==> src/rtl/mem_arbiter.sv <==
// Two-port (fetch / data) round-robin arbiter in front of a shared, synchronous-read memory slice.
// Each granted request runs to completion before the next grant is made.
module mem_arbiter #(
    parameter int unsigned ADDR_W = 11
) (
    input  logic              clk,
    input  logic              reset,
    input  logic              i_req,
    input  logic [ADDR_W-1:0] i_addr,
    output logic              i_ack,
    output logic [31:0]       i_rdata,
    output logic              i_err,
    input  logic              d_req,
    input  logic              d_we,
    input  logic [1:0]        d_width,
    input  logic              d_signed,
    input  logic [ADDR_W-1:0] d_addr,
    input  logic [31:0]       d_wdata,
    output logic              d_ack,
    output logic [31:0]       d_rdata,
    output logic              d_err,
    output logic              m_ren,
    output logic              m_wen,
    output logic [1:0]        m_width_mode,
    output logic              m_signed_mode,
    output logic [ADDR_W-1:0] m_addr,
    output logic [31:0]       m_wdata,
    input  logic [31:0]       m_rdata,
    output logic              busy
);

    typedef enum logic [2:0] {StIdle, StRdAddr, StRdData, StWr, StErr} state_e;

    state_e              state_q, state_d;
    logic                grant_q;       // 1 = data port owns the current transaction
    logic                last_grant_q;  // 1 = data port was granted last
    logic [ADDR_W-1:0]   addr_q;
    logic [1:0]          width_q;
    logic                signed_q;
    logic [31:0]         wdata_q;
    logic                i_ack_q, d_ack_q, i_err_q, d_err_q;
    logic [31:0]         i_rdata_q, d_rdata_q;

    logic                i_pend, d_pend, pick_d, start, sel_fault;
    logic [ADDR_W-1:0]   sel_addr;
    logic [1:0]          sel_width;
    logic                sel_signed, sel_we;

    // A port whose ack is showing this cycle is not yet eligible again.
    assign i_pend = i_req & ~i_ack_q;
    assign d_pend = d_req & ~d_ack_q;
    assign pick_d = d_pend & (~i_pend | ~last_grant_q);
    assign start  = (state_q == StIdle) & (i_pend | d_pend);

    always_comb begin
        sel_addr   = pick_d ? d_addr : i_addr;
        sel_width  = pick_d ? d_width : 2'b00;
        sel_signed = pick_d & d_signed;
        sel_we     = pick_d & d_we;
        sel_fault  = (sel_width == 2'b11) ||
                     ((sel_width == 2'b00) && (sel_addr[1:0] != 2'b00)) ||
                     ((sel_width == 2'b01) && (sel_addr[1:0] == 2'b11));
    end

    always_comb begin
        state_d = state_q;
        unique case (state_q)
            StIdle: begin
                if (start) begin
                    if (sel_fault)   state_d = StErr;
                    else if (sel_we) state_d = StWr;
                    else             state_d = StRdAddr;
                end
            end
            StRdAddr: state_d = StRdData;
            StRdData: state_d = StIdle;
            StWr:     state_d = StIdle;
            StErr:    state_d = StIdle;
            default:  state_d = StIdle;
        endcase
    end

    always_ff @(posedge clk or posedge reset) begin
        if (reset) begin
            state_q      <= StIdle;
            grant_q      <= 1'b0;
            last_grant_q <= 1'b1;
            addr_q       <= '0;
            width_q      <= 2'b00;
            signed_q     <= 1'b0;
            wdata_q      <= '0;
            i_ack_q      <= 1'b0;
            d_ack_q      <= 1'b0;
            i_err_q      <= 1'b0;
            d_err_q      <= 1'b0;
            i_rdata_q    <= '0;
            d_rdata_q    <= '0;
        end else begin
            state_q <= state_d;
            if (start) begin
                grant_q      <= pick_d;
                last_grant_q <= pick_d;
                addr_q       <= sel_addr;
                width_q      <= sel_width;
                signed_q     <= sel_signed;
                wdata_q      <= pick_d ? d_wdata : 32'h0;
            end
            i_ack_q <= 1'b0;
            d_ack_q <= 1'b0;
            i_err_q <= 1'b0;
            d_err_q <= 1'b0;
            if (state_q == StRdData || state_q == StWr || state_q == StErr) begin
                i_ack_q <= ~grant_q;
                d_ack_q <= grant_q;
                i_err_q <= ~grant_q & (state_q == StErr);
                d_err_q <= grant_q & (state_q == StErr);
            end
            if (state_q == StRdData) begin
                if (grant_q) d_rdata_q <= m_rdata;
                else         i_rdata_q <= m_rdata;
            end
        end
    end

    // Slice controls are pure decodes of the state so reset clears them without a clock.
    always_comb begin
        m_ren         = (state_q == StRdAddr) || (state_q == StRdData);
        m_wen         = (state_q == StWr);
        m_addr        = (m_ren || m_wen) ? addr_q : '0;
        m_width_mode  = (m_ren || m_wen) ? width_q : 2'b00;
        m_signed_mode = m_ren ? signed_q : 1'b0;
        m_wdata       = m_wen ? wdata_q : 32'h0;
        busy          = (state_q != StIdle);
    end

    assign i_ack   = i_ack_q;
    assign d_ack   = d_ack_q;
    assign i_err   = i_err_q;
    assign d_err   = d_err_q;
    assign i_rdata = i_rdata_q;
    assign d_rdata = d_rdata_q;

endmodule
==> config.mk <==
export PLATFORM = sky130hd
export DESIGN_NAME = mem_arbiter
export DESIGN_NICKNAME = d
export VERILOG_FILES = /design/src/rtl/mem_arbiter.sv
export SDC_FILE = /design/constraint.sdc
export NUM_CORES = 1
export LEC_CHECK = 0
export CORE_MARGIN = 3
export CORE_UTILIZATION = 46
export DETAILED_ROUTE_END_ITERATION = 12
export GPL_TIMING_DRIVEN = 0
export PLACE_DENSITY_LB_ADDON = 0.05
export SLEW_MARGIN = 40
export SYNTH_ARGS = -nofsm -noshare
export SYNTH_HDL_FRONTEND = slang
export SYNTH_SLANG_ARGS = --single-unit
export TNS_END_PERCENT = 10
==> constraint.sdc <==
create_clock -name clk -period 8.2 [get_ports clk]
set_input_delay 1.64 -clock clk [delete_from_list [all_inputs] [get_ports clk]]
set_output_delay 1.64 -clock clk [all_outputs]
set_load 0.03 [all_outputs]
# After elaboration in Yosys (flattened, before gate mapping)
# Cells that the tools add are included.
totals:
  regBits: 119
  output_inout_bits: 117
op_classes:
  n_eq_ne: 8
  muxes: 15
  bitwise: 15
  reduce_logical: 14
ops:
  columns: ["op", "n"]
  rows:
  - ["32-bit 2-to-1 mux", 2]
  - ["11-bit 2-to-1 mux", 2]
  - ["1-bit bitwise AND", 8]
  - ["3-bit by 2-bit == test with 1-bit output, second input constant", 2]
  - ["1-bit logical OR", 6]
  - ["2-bit 2-to-1 mux", 3]
  - ["3-bit 2-to-1 mux", 2]
  - ["3-bit case mux with 2 select lines", 1]
  - ["1-bit 2-to-1 mux", 5]
  - ["1-bit inverter", 5]
  - ["2-bit == test, second input constant", 2]
  - ["2-bit AND reduction", 2]
  - ["3-bit by 1-bit == test with 1-bit output, second input constant", 1]
  - ["3-bit == test, second input constant", 1]
  - ["3-bit zero test", 1]
  - ["3-bit nonzero test", 1]
  - ["2-bit by 1-bit == test with 1-bit output, second input constant", 1]
  - ["1-bit logical AND", 2]
  - ["2-bit zero test", 1]
  - ["2-bit inequality test, second input constant", 1]
  - ["1-bit OR", 2]
  - ["2-bit nonzero test", 1]

# Longest topological paths before layout
# Gate-level depths: netlist of the first run.
logic_depth:
  word_depth: 13
  ltp_mapped: 7
  depth_no_buf: 3

# Worst setup path before layout of the first run
# No wires, ideal clock.
synth_path:
  kind: "reg-to-output"
  from: "reg state_q[2]"
  to: "out m_wdata[22]"
  arrival_ns: 1.590
  path_buffers: 2
  path_slack_ns: 4.970
  path_stages_with_launch: 5
  path_cell_list: "dfrtp_1 -> buf_2 -> and3b_1 -> clkbuf_1 -> and2_1"
synth_via:
  elab_chain_len: 2
synth_rtl:
  columns: ["element", "line_no", "source"]
  rows:
  - ["from (decl)", "34", "state_e state_q, state_d;"]
  - ["from (signal assigned)", "85", "state_q <= StIdle;"]
  - ["from (signal assigned)", "99", "state_q <= state_d;"]
  - ["3-bit by 2-bit == test with 1-bit output", "128", "m_wen = (state_q == StWr);"]
  - ["via m_wen", "23", "output logic m_wen,"]
  - ["32-bit 2-to-1 mux", "132", "m_wdata = m_wen ? wdata_q : 32'h0;"]
  - ["to (decl)", "27", "output logic [31:0] m_wdata,"]
# The timed path passes the listed nets, and every way through them passes these cells.

# Final worst setup path of the first run
layout_path:
  from: "reg state_q[2]"
  to: "out m_wdata[24]"
layout_via:
  elab_chain_len: 2
layout_rtl:
  columns: ["element", "line_no"]
  rows:
  - ["3-bit by 2-bit == test with 1-bit output", "128"]
  - ["32-bit 2-to-1 mux", "132"]
# No other way between the ends.

==> results of run 1 <==
==> power breakdown <==
part           internal [mW]  switching, mW  leakage, nW
registers              0.865          0.133         1.47
logic                  0.789          0.923         1.72
clock network          0.473          0.269        0.284
==> final cells by class <==
cell class | instances | share of cell area, %
multi-input cells | 225 | 23.68
inverters | 11 | 0.6079
clock inverters | 14 | 2.166
clock buffers | 18 | 5.330
repair buffers | 211 | 26.53
flip-flops and latches | 119 | 37.11
plain buffers | 34 | 2.463
well taps | 136 | 2.120
==> per-stage QoR <==
stage                     instances  util [%]  worst slack [ps]  hold WS (ps)
after detailed placement        736     70.35              4469         482.6
after global placement          735     70.02              1867         469.6
after global routing            768     76.05              3779         508.8
after floorplan                 389         -              3404         464.3
after CTS                       768     76.05              3895         497.6
final                           768     76.05              3958         492.7
==> worst register-to-register path, delay by kind of cell, from the launching register on <==
family / cells / cell delay [ps]
simple gates: 1 / 540
buf+inv: 2 / 560
flops: 1 / 370
mux: 1 / 380
==> flip-flops by register name (all words and copies together), names as in the netlist <==
name and flops:
signed_q 1, i_rdata 32, i_err 1, grant_q 1, d_ack 1, i_ack 1, state_q 3, width_q 2
d_rdata 32, wdata_q 32, d_err 1, addr_q 11, last_grant_q 1
==> routing by layer <==
metal  global-route usage [%]  vias to the layer above
met5                        0                        -
met4                    7.543                        0
met3                    6.467                       22
met2                    36.83                      170
met1                    28.48                     1971
li1                         -                     1864
==> final timing paths <==
| path | startpoint | to | slack (ps) | cells past startpoint |
|---|---|---|---|---|
| max in group asynchronous | reset | d_rdata[8] | 5980 | 3 |
| max | state_q[2] | m_wdata[24] | 3960 | 5 |
| min | wdata_q[18] | wdata_q[18] | 490 | 1 |
| min reg2reg | wdata_q[18] | wdata_q[18] | 490 | 1 |
| min in group asynchronous | reset | d_rdata[19] | 1580 | 2 |
| max reg2reg | state_q[2] | i_rdata[13] | 6240 | 4 |
==> cells by family (layout without fill, tap and decap cells) <==
group	after synthesis	count (layout)
compound gates	79	79
mux	66	66
simple gates	79	79
buf+inv	45	288
xor+xnor	1	1
flops	119	119
==> cell usage in the layout (no fill, tap or decap), drive strengths merged, types with 4 or more instances in the layout <==
| master | instances |
|---|---|
| clkdlybuf4s50 | 210 |
| buf | 18 |
| and2 | 36 |
| clkinv | 4 |
| nor3 | 11 |
| inv | 14 |
| mux2 | 64 |
| dfrtp | 118 |
| clkinvlp | 4 |
| a22oi | 10 |
| nor2 | 8 |
| o21ai | 12 |
| and3b | 13 |
| clkbuf | 35 |
| a22o | 35 |
| a221oi | 11 |
==> results.md, run 1 <==
- Gates resized, CTS repair: 0
- Most frequent cell after synthesis: dfrtp_1
- Clock buffer depth: 2
- Largest family of logic cells by synthesized area: multiplexers
- Clk_lat worst skew: slightly above 500 ps
- Sequential area share after synthesis: 58.20%
- Top cell type's share of synthesized area: approximately 58%
- Crit Path Max Fanout: 10
- RSZ-0062 raised after global routing: no
- Status: finished, final reports clean
- WL/cell: ~18 um
- Remaining DRCs: 0
- Netlist cell types: 37
- Met2 WL: 6.645 mm
- FP Rows: 37
- DR vias: 4,027
- Number of post-CTS setup repair buffers: 0
- WP buf/inv: 3
- Met3 WL: 981 um
- Die X: 111.5 um
- Post-DP HPWL: 9.978 mm
- Gr usage total: around 22%
- Highest routed layer: met4
- Detailed Route Iter0 Violations: 265
- Routability cong.: between 0.7 and 0.8
- Fmax: 235.7 MHz
- Buffers on Ports: 210
- Max incr delay on CP: 680 ps
- Multi-input gate area: roughly 0.0019 mm^2
- Synth Register Bits: 119
- Synth Area in Simple Gates: between 10 and 15%
- CTS root buf: clkbuf_8
- Crit. End Element: output pin
- Cell Pwr Density: roughly 430 mW/mm^2
- Initial Util: between 40% and 50%
- Antenna violations before repair: 0
- CTS Hold Buffers Added: 0
- Syn nets: between 400 and 500
- Ant. Diodes: 0
- Post-route design area: 0.008028 mm^2
- Post-synth EDFFs: 0
- Die H: 111.5 um
- Vias in the first global route: roughly 4,200
- Hold Crit Class: reg2reg
- Main flop type after synthesis: dfrtp_1
- Final min period: between 4000 and 5000 ps
- Final Skew: 5.328 ps
- Largest net degree at the start of global routing: approximately 70
- DRT Pass-1 Iters: 5
- Least-Margin Pin Slew: roughly 560 ps
- Post-Synth XOR/XNOR Area: less than 1%
- Grt ovf: 0
- Worst Path Class, Setup: reg2out
- Wire length on met1: 5.784 mm
- Final worst path period share: between 50% and 60%
- Drt total wl: around 14 mm
- I/O pin total: 211
- MaxCap Viol Count: 0
- Ranking of synthesized cells by area: dfrtp_1, mux2_2, a22o_1
- Slew Limit Fails: 0
- Share of layout cells above drive strength 1: approximately a fifth
- First-pass GRT wire length: 22.18 mm
- Area Overhead vs Synth: 56.83%
- Register area: about 0.0030 mm^2
- Fin Setup TNS: 0 ps
- Req. time, crit path: ~6600 ps
- Nets: a little over 700
- Layout filler cell count: slightly above 700
- Syn Area/Cell: 13.16 um^2
- Post-synthesis compound-gate area fraction: 12.42%
- Synth Instances: around 390
- FFs w/ async S/R, synth: 100.0%
- Slowest cell on crit path: clkdlybuf4s50_1
- Clk slew on worst S/H paths: 60 ps
- Placed Area: 0.007426 mm^2
- Hold Violations, Final: 0
- Leading post-synthesis cells by instance count: dfrtp_1, mux2_2, and2_1
- Cell family with most CP delay: buffers and inverters
- CP startpoint kind: flip-flop
- Post-synth top area cell: dfrtp_1
- CP arrival: 2600 ps
- Die area: between 0.01 and 0.015 mm^2
- CTS sink cnt: about 120
- Post-Synth Adder-Cell Area: 0%
- Post-DRT Antenna Nets: 0
- Cts bufs inserted: 17
- Final Power: 3.451 mW
- Worst VDD drop: roughly 0.25 mV
- Mux cell area share after synthesis: between 10% and 20%
- Crit-path cells: buf_2 > and3b_1 > clkbuf_1 > and2_1 > clkdlybuf4s50_1
- Worst slew margin: 62.80%
- H-tree levels: 4
- Final setup violation count: 0
- Post-synthesis instance area: 0.005119 mm^2
- Leak: around 3.5 nW
- Yosys warnings: 0
- CTS tree: yes
- Core Region: 0.01056 mm^2
- Post-DR vias/cell: around 5.2
Note: power is estimated with default switching activity, not from simulation.
==> run 2: changes to the inputs <==
--- a/config.mk
+++ b/config.mk
@@ -6,7 +6,7 @@
 export NUM_CORES = 1
 export LEC_CHECK = 0
 export CORE_MARGIN = 3
-export CORE_UTILIZATION = 46
+export CORE_UTILIZATION = 39
 export DETAILED_ROUTE_END_ITERATION = 12
 export GPL_TIMING_DRIVEN = 0
 export PLACE_DENSITY_LB_ADDON = 0.05
==> constraint.sdc (replaced) <==
create_clock -name clk -period 3.75 [get_ports clk]
set_input_delay 0.75 -clock clk [delete_from_list [all_inputs] [get_ports clk]]
set_output_delay 0.75 -clock clk [all_outputs]
set_load 0.03 [all_outputs]
==> run 2 against run 1 <==
Net effect: routed wire length decreased by 0.49%; register-to-register slack worse by 4500 ps; worst setup slack worse by 3500 ps; clock skew grew 2.6 ps; flip-flop and latch count stayed put; combinational power increased by 120%; design area is 1.3% higher; critical path depth did not move; first-iteration DRC count is 28% lower.
==> results.md, run 2 (same netlist as run 1, synthesis figures left out) <==
- WL/cell: about 17 um
- Post-DR vias/cell: between 4 and 5
- Hold Violations, Final: 0
- Status: finished, final reports clean
- Antenna violations before repair: 0
- DRT Pass-1 Iters: 4
- Final worst path period share: 86.81%
- Post-DP HPWL: 10.18 mm
- Ant. Diodes: 0
- Die H: about 120 um
- Drt total wl: ~14 mm
- CTS sink cnt: between 100 and 150
- Cts bufs inserted: 17
- Commonest non-fill, non-tap cell in the layout: clkdlybuf4s50_1
- RSZ-0062 raised after global routing: no
- MaxCap Viol Count: 0
- Post-DRT Antenna Nets: 0
- CTS Hold Buffers Added: 0
- Buffers on Ports: 210
- Final Skew: about 8 ps
- Core Region: about 0.013 mm^2
- CTS root buf: clkbuf_16
- Fmax: slightly above 300 MHz
- Leak: approximately 3.5 nW
- Req. time, crit path: roughly 3000 ps
- Clock buffer depth: 2
- Crit Path Max Fanout: 10
- Clk_lat worst skew: ~400 ps
- CP startpoint kind: flip-flop
- Least-Margin Pin Slew: ~560 ps
- Number of post-CTS setup repair buffers: 0
- DR vias: about 4,000
- Slowest cell on crit path: clkdlybuf4s50_1
- Grt ovf: 0
- Hold Crit Class: reg2reg
- CP arrival: 2510 ps
- H-tree levels: 4
- Max incr delay on CP: between 600 and 700 ps
- I/O pin total: between 200 and 250
- Clk slew on worst S/H paths: 50 ps
- Commonest non-fill, non-tap cells in the layout: clkdlybuf4s50_1, dfrtp_1, mux2_2
- Nets: between 700 and 800
- Final Power: about 7.5 mW
- Crit-path cells: buf_2 > and3b_1 > clkbuf_1 > and2_1 > clkdlybuf4s50_1
- Final setup violation count: 0
- FP Rows: between 40 and 50
- Gates resized, CTS repair: 0
- Largest net degree at the start of global routing: 27
- Slew Limit Fails: 0
- Cell Pwr Density: 919.6 mW/mm^2
- Detailed Route Iter0 Violations: between 150 and 200
- Fin Setup TNS: 0 ps
- Crit. End Element: output pin
- Area Overhead vs Synth: 58.93%
- Remaining DRCs: 0
- Worst slew margin: a little over three fifths
- Worst Path Class, Setup: reg2out
- Die X: about 120 um
- Vias in the first global route: 4,156
- Die area: 0.01454 mm^2
- Worst VDD drop: approximately 0.36 mV
- Routability cong.: between 0.7 and 0.8
- Final min period: ~3300 ps
- First-pass GRT wire length: approximately 21 mm
- Share of layout cells above drive strength 1: 19.21%
- CTS tree: yes
- Initial Util: about two fifths
- Worst R2R Setup Slack: roughly 1800 ps
- Dpl ws: approximately 860 ps
- Gr usage total: 18.64%
- Setup ws final: 494.6 ps
==> run 2: cell count changes in the layout (fill, tap and decap cells not counted) <==
cell / delta
buf_12: +3
buf_16: +1
bufinv_16: -1
clkbuf_16: +1
clkinv_2: +2
clkinv_4: -1
clkinvlp_4: +1
inv_6: -2
inv_8: -1
==> run 2: where the power goes <==
group | leakage (nW) | switching (mW) | internal, mW
Combinational | 1.75 | 2.00 | 1.73
Sequential | 1.47 | 0.285 | 1.89
Clock | 0.277 | 0.562 | 1.01
==> run 2: path summary, 6_finish.rpt <==
kind | start | to | cells past startpoint
setup / recovery | state_q[2] | m_wdata[4] | 5
min in group asynchronous | reset | wdata_q[13] | 2
setup reg to reg | state_q[2] | i_rdata[22] | 4
max in group asynchronous | reset | i_rdata[7] | 5
hold / removal | d_rdata[3] | d_rdata[3] | 1
hold reg to reg | d_rdata[3] | d_rdata[3] | 1
==> run 2: layer usage <==
layer / GRT usage, % / share of wire [%]
met1: 24.80 / 45
met5: 0 / 0
met2: 29.24 / 47
met3: 5.659 / 7.5
met4: 6.232 / 1.1
==> run 2: worst max-delay path: cells and delay by family, from the launching register on <==
| kind | cells | cell delay, ps |
|---|---|---|
| buf+inv | 3 | 1200 |
| simple gates | 2 | 540 |
| flops | 1 | 370 |
==> run 2: final cells by class <==
type	count	area, um^2
Fill cell	1081	4587
Sequential cell	119	2979
Timing Repair Buffer	215	2217
Multi-Input combinational cell	225	1901
Clock buffer	19	452.9
Tap cell	172	215.2
Buffer	34	197.7
Clock inverter	12	127.6
Inverter	11	45.04
==> run 2: stage by stage <==
step	utilization (%)	hold slack [ps]	instance area [um^2]	std cells
CTS	63.95	493.8	8135	807
global route	63.95	509.0	8135	807
floorplan	-	464.3	5122	389
finish	63.95	489.5	8135	807
global placement	58.48	472.6	7440	771
detailed placement	59.38	481.6	7555	776
==> run 3: changes to the inputs <==
==> constraint.sdc (replaced) <==
create_clock -name clk -period 3.75 [get_ports clk]
set_input_delay 0.5625 -clock clk [delete_from_list [all_inputs] [get_ports clk]]
set_output_delay 0.5625 -clock clk [all_outputs]
set_load 0.03 [all_outputs]
==> run 3 against run 2 <==
Net effect: die area unchanged; worst setup slack better by 170 ps; core utilization is 0.39 points lower; global-route usage increased by 0.19 points; combinational power about the same; critical path type unchanged; critical endpoint is now m_wdata[18]; largest cell class unchanged; highest routed layer unchanged.
==> results.md, run 3 (same netlist as run 1, synthesis figures left out) <==
- Post-DRT Antenna Nets: 0
- Slew Limit Fails: 0
- CP startpoint kind: flip-flop
- Die X: 120.6 um
- P_int: 4.736 mW
- Comb power frac: approximately half
- MaxCap Viol Count: 0
- Dpl cells: 772
- FP Rows: 41
- Clk_lat worst skew: between 400 and 500 ps
- Core Region: about 0.013 mm^2
- Clock Power Share: between 20% and 30%
- Detailed Route Iter0 Violations: 232
- Nets: 713
- Commonest non-fill, non-tap cells in the layout: clkdlybuf4s50_1, dfrtp_1, mux2_2
- Share of layout cells above drive strength 1: 18.57%
- Vias in the first global route: a little over 4,000
- Clock buffer depth: 2
- Clk slew on worst S/H paths: approximately 50 ps
- Antenna violations before repair: 0
- Commonest non-fill, non-tap cell in the layout: clkdlybuf4s50_1
- Die area: 0.01454 mm^2
- Worst slew margin: between 60% and 70%
- I/O pin total: ~210
- Status: finished, final reports clean
- Cts bufs inserted: 17
- Area Overhead vs Synth: 57.96%
- Final setup violation count: 0
- Sw Ratio: 37.40%
- Cell Pwr Density: between 900 and 1000 mW/mm^2
- Gr usage total: between 10% and 20%
- Largest net degree at the start of global routing: 69
- Final Skew: approximately 7.2 ps
- First-pass GRT wire length: about 21 mm
- Crit Path Max Fanout: 10
- Fmax: between 300 and 400 MHz
- Psw: 2.830 mW
- DR vias: around 4,000
- Post-DP HPWL: just under 10 mm
- Layout filler cell count: approximately 1,100
- Fin cells: roughly 800
- CTS tree: yes
- Min Hold Slack: roughly 500 ps
- WL/cell: roughly 17 um
- Share of power burned in registers: about 29%
- Ant. Diodes: 0
- Hold Crit Class: reg2reg
- Grt ovf: 0
- Dpl ws: 1047 ps
- Drt total wl: about 13 mm
- Least-Margin Pin Slew: 526.5 ps
- Post-DR vias/cell: approximately 5
- Buffers on Ports: 210
- Final worst path period share: around 82%
- Fin Setup TNS: 0 ps
- Gates resized, CTS repair: 0
- Final core utilization: between 60% and 70%
- Number of post-CTS setup repair buffers: 0
- RSZ-0062 raised after global routing: no
- Setup ws final: approximately 670 ps
- H-tree levels: 4
- Remaining DRCs: 0
- Die H: 120.6 um
- Initial Util: between 40% and 50%
- Hold Violations, Final: 0
- DRT Pass-1 Iters: 4
- CTS Hold Buffers Added: 0
- Final min period: 3081 ps
- Req. time, crit path: between 3000 and 4000 ps
- Leak: roughly 3.5 nW
- Worst VDD drop: between 0.3 and 0.4 mV
- CTS sink cnt: ~120
- Crit. End Element: output pin
- CP arrival: approximately 2500 ps
- CTS root buf: clkbuf_16
- Worst Path Class, Setup: reg2out
- Routability cong.: ~0.79
-- run 3: cell count changes in the layout (fill, tap and decap cells not counted), sizes merged --
cell / delta
clkbuf: +3
bufinv: +1
clkinvlp: -3
clkinv: -2
buf: -4
-- run 3: power by group through the flow --
stage	clock network, mW	logic, mW	registers, mW
2_1_floorplan	0	1.64	2.87
3_3_place_gp	0	3.70	2.17
3_5_place_dp	0	3.77	2.18
4_1_cts	1.70	3.78	2.17
5_1_grt	1.75	3.97	2.25
6_report	1.66	3.73	2.17
-- run 3: layer usage --
layer	vias up	global-route usage [%]	share of wire [%]
met1	1926	24.50	44
met3	18	6.595	8.1
li1	1865	-	-
met2	150	29.20	46
met4	0	6.941	1.6
met5	-	0	0
-- run 3: final timing paths --
check                                start  slack, ps      endpoint  cells after the start
worst max-delay path            state_q[2]        670   m_wdata[18]                      5
worst min-delay path            wdata_q[8]        500    wdata_q[8]                      1
worst max register to register  state_q[2]       1830   i_rdata[15]                      4
worst min register to register  wdata_q[8]        500    wdata_q[8]                      1
max in group asynchronous            reset       2480  last_grant_q                      3
min in group asynchronous            reset        600   i_rdata[16]                      2
-- run 3: layout make-up --
cell class	count	area [um^2]	share of cell area [%]
flip-flops and latches	119	2979	36.85
repair buffers	211	2130	26.34
multi-input cells	225	1901	23.51
clock buffers	22	494.2	6.113
well taps	172	215.2	2.662
plain buffers	34	197.7	2.445
clock inverters	8	120.1	1.486
inverters	11	48.80	0.6035
-- run 3: worst max-delay path, stage by stage (launching register included) --
cell             delay [ps]
dfrtp_1                 360
buf_2                   180
and3b_1                 390
clkbuf_1                300
and2_1                  190
clkdlybuf4s50_1         690
-- run 3: per-stage QoR --
stage | power, mW | area (um^2)
floorplan | 4.511 | 5119
global placement | 5.875 | 7436
detailed placement | 5.954 | 7471
CTS | 7.654 | 8085
global route | 7.972 | 8085
finish | 7.566 | 8085
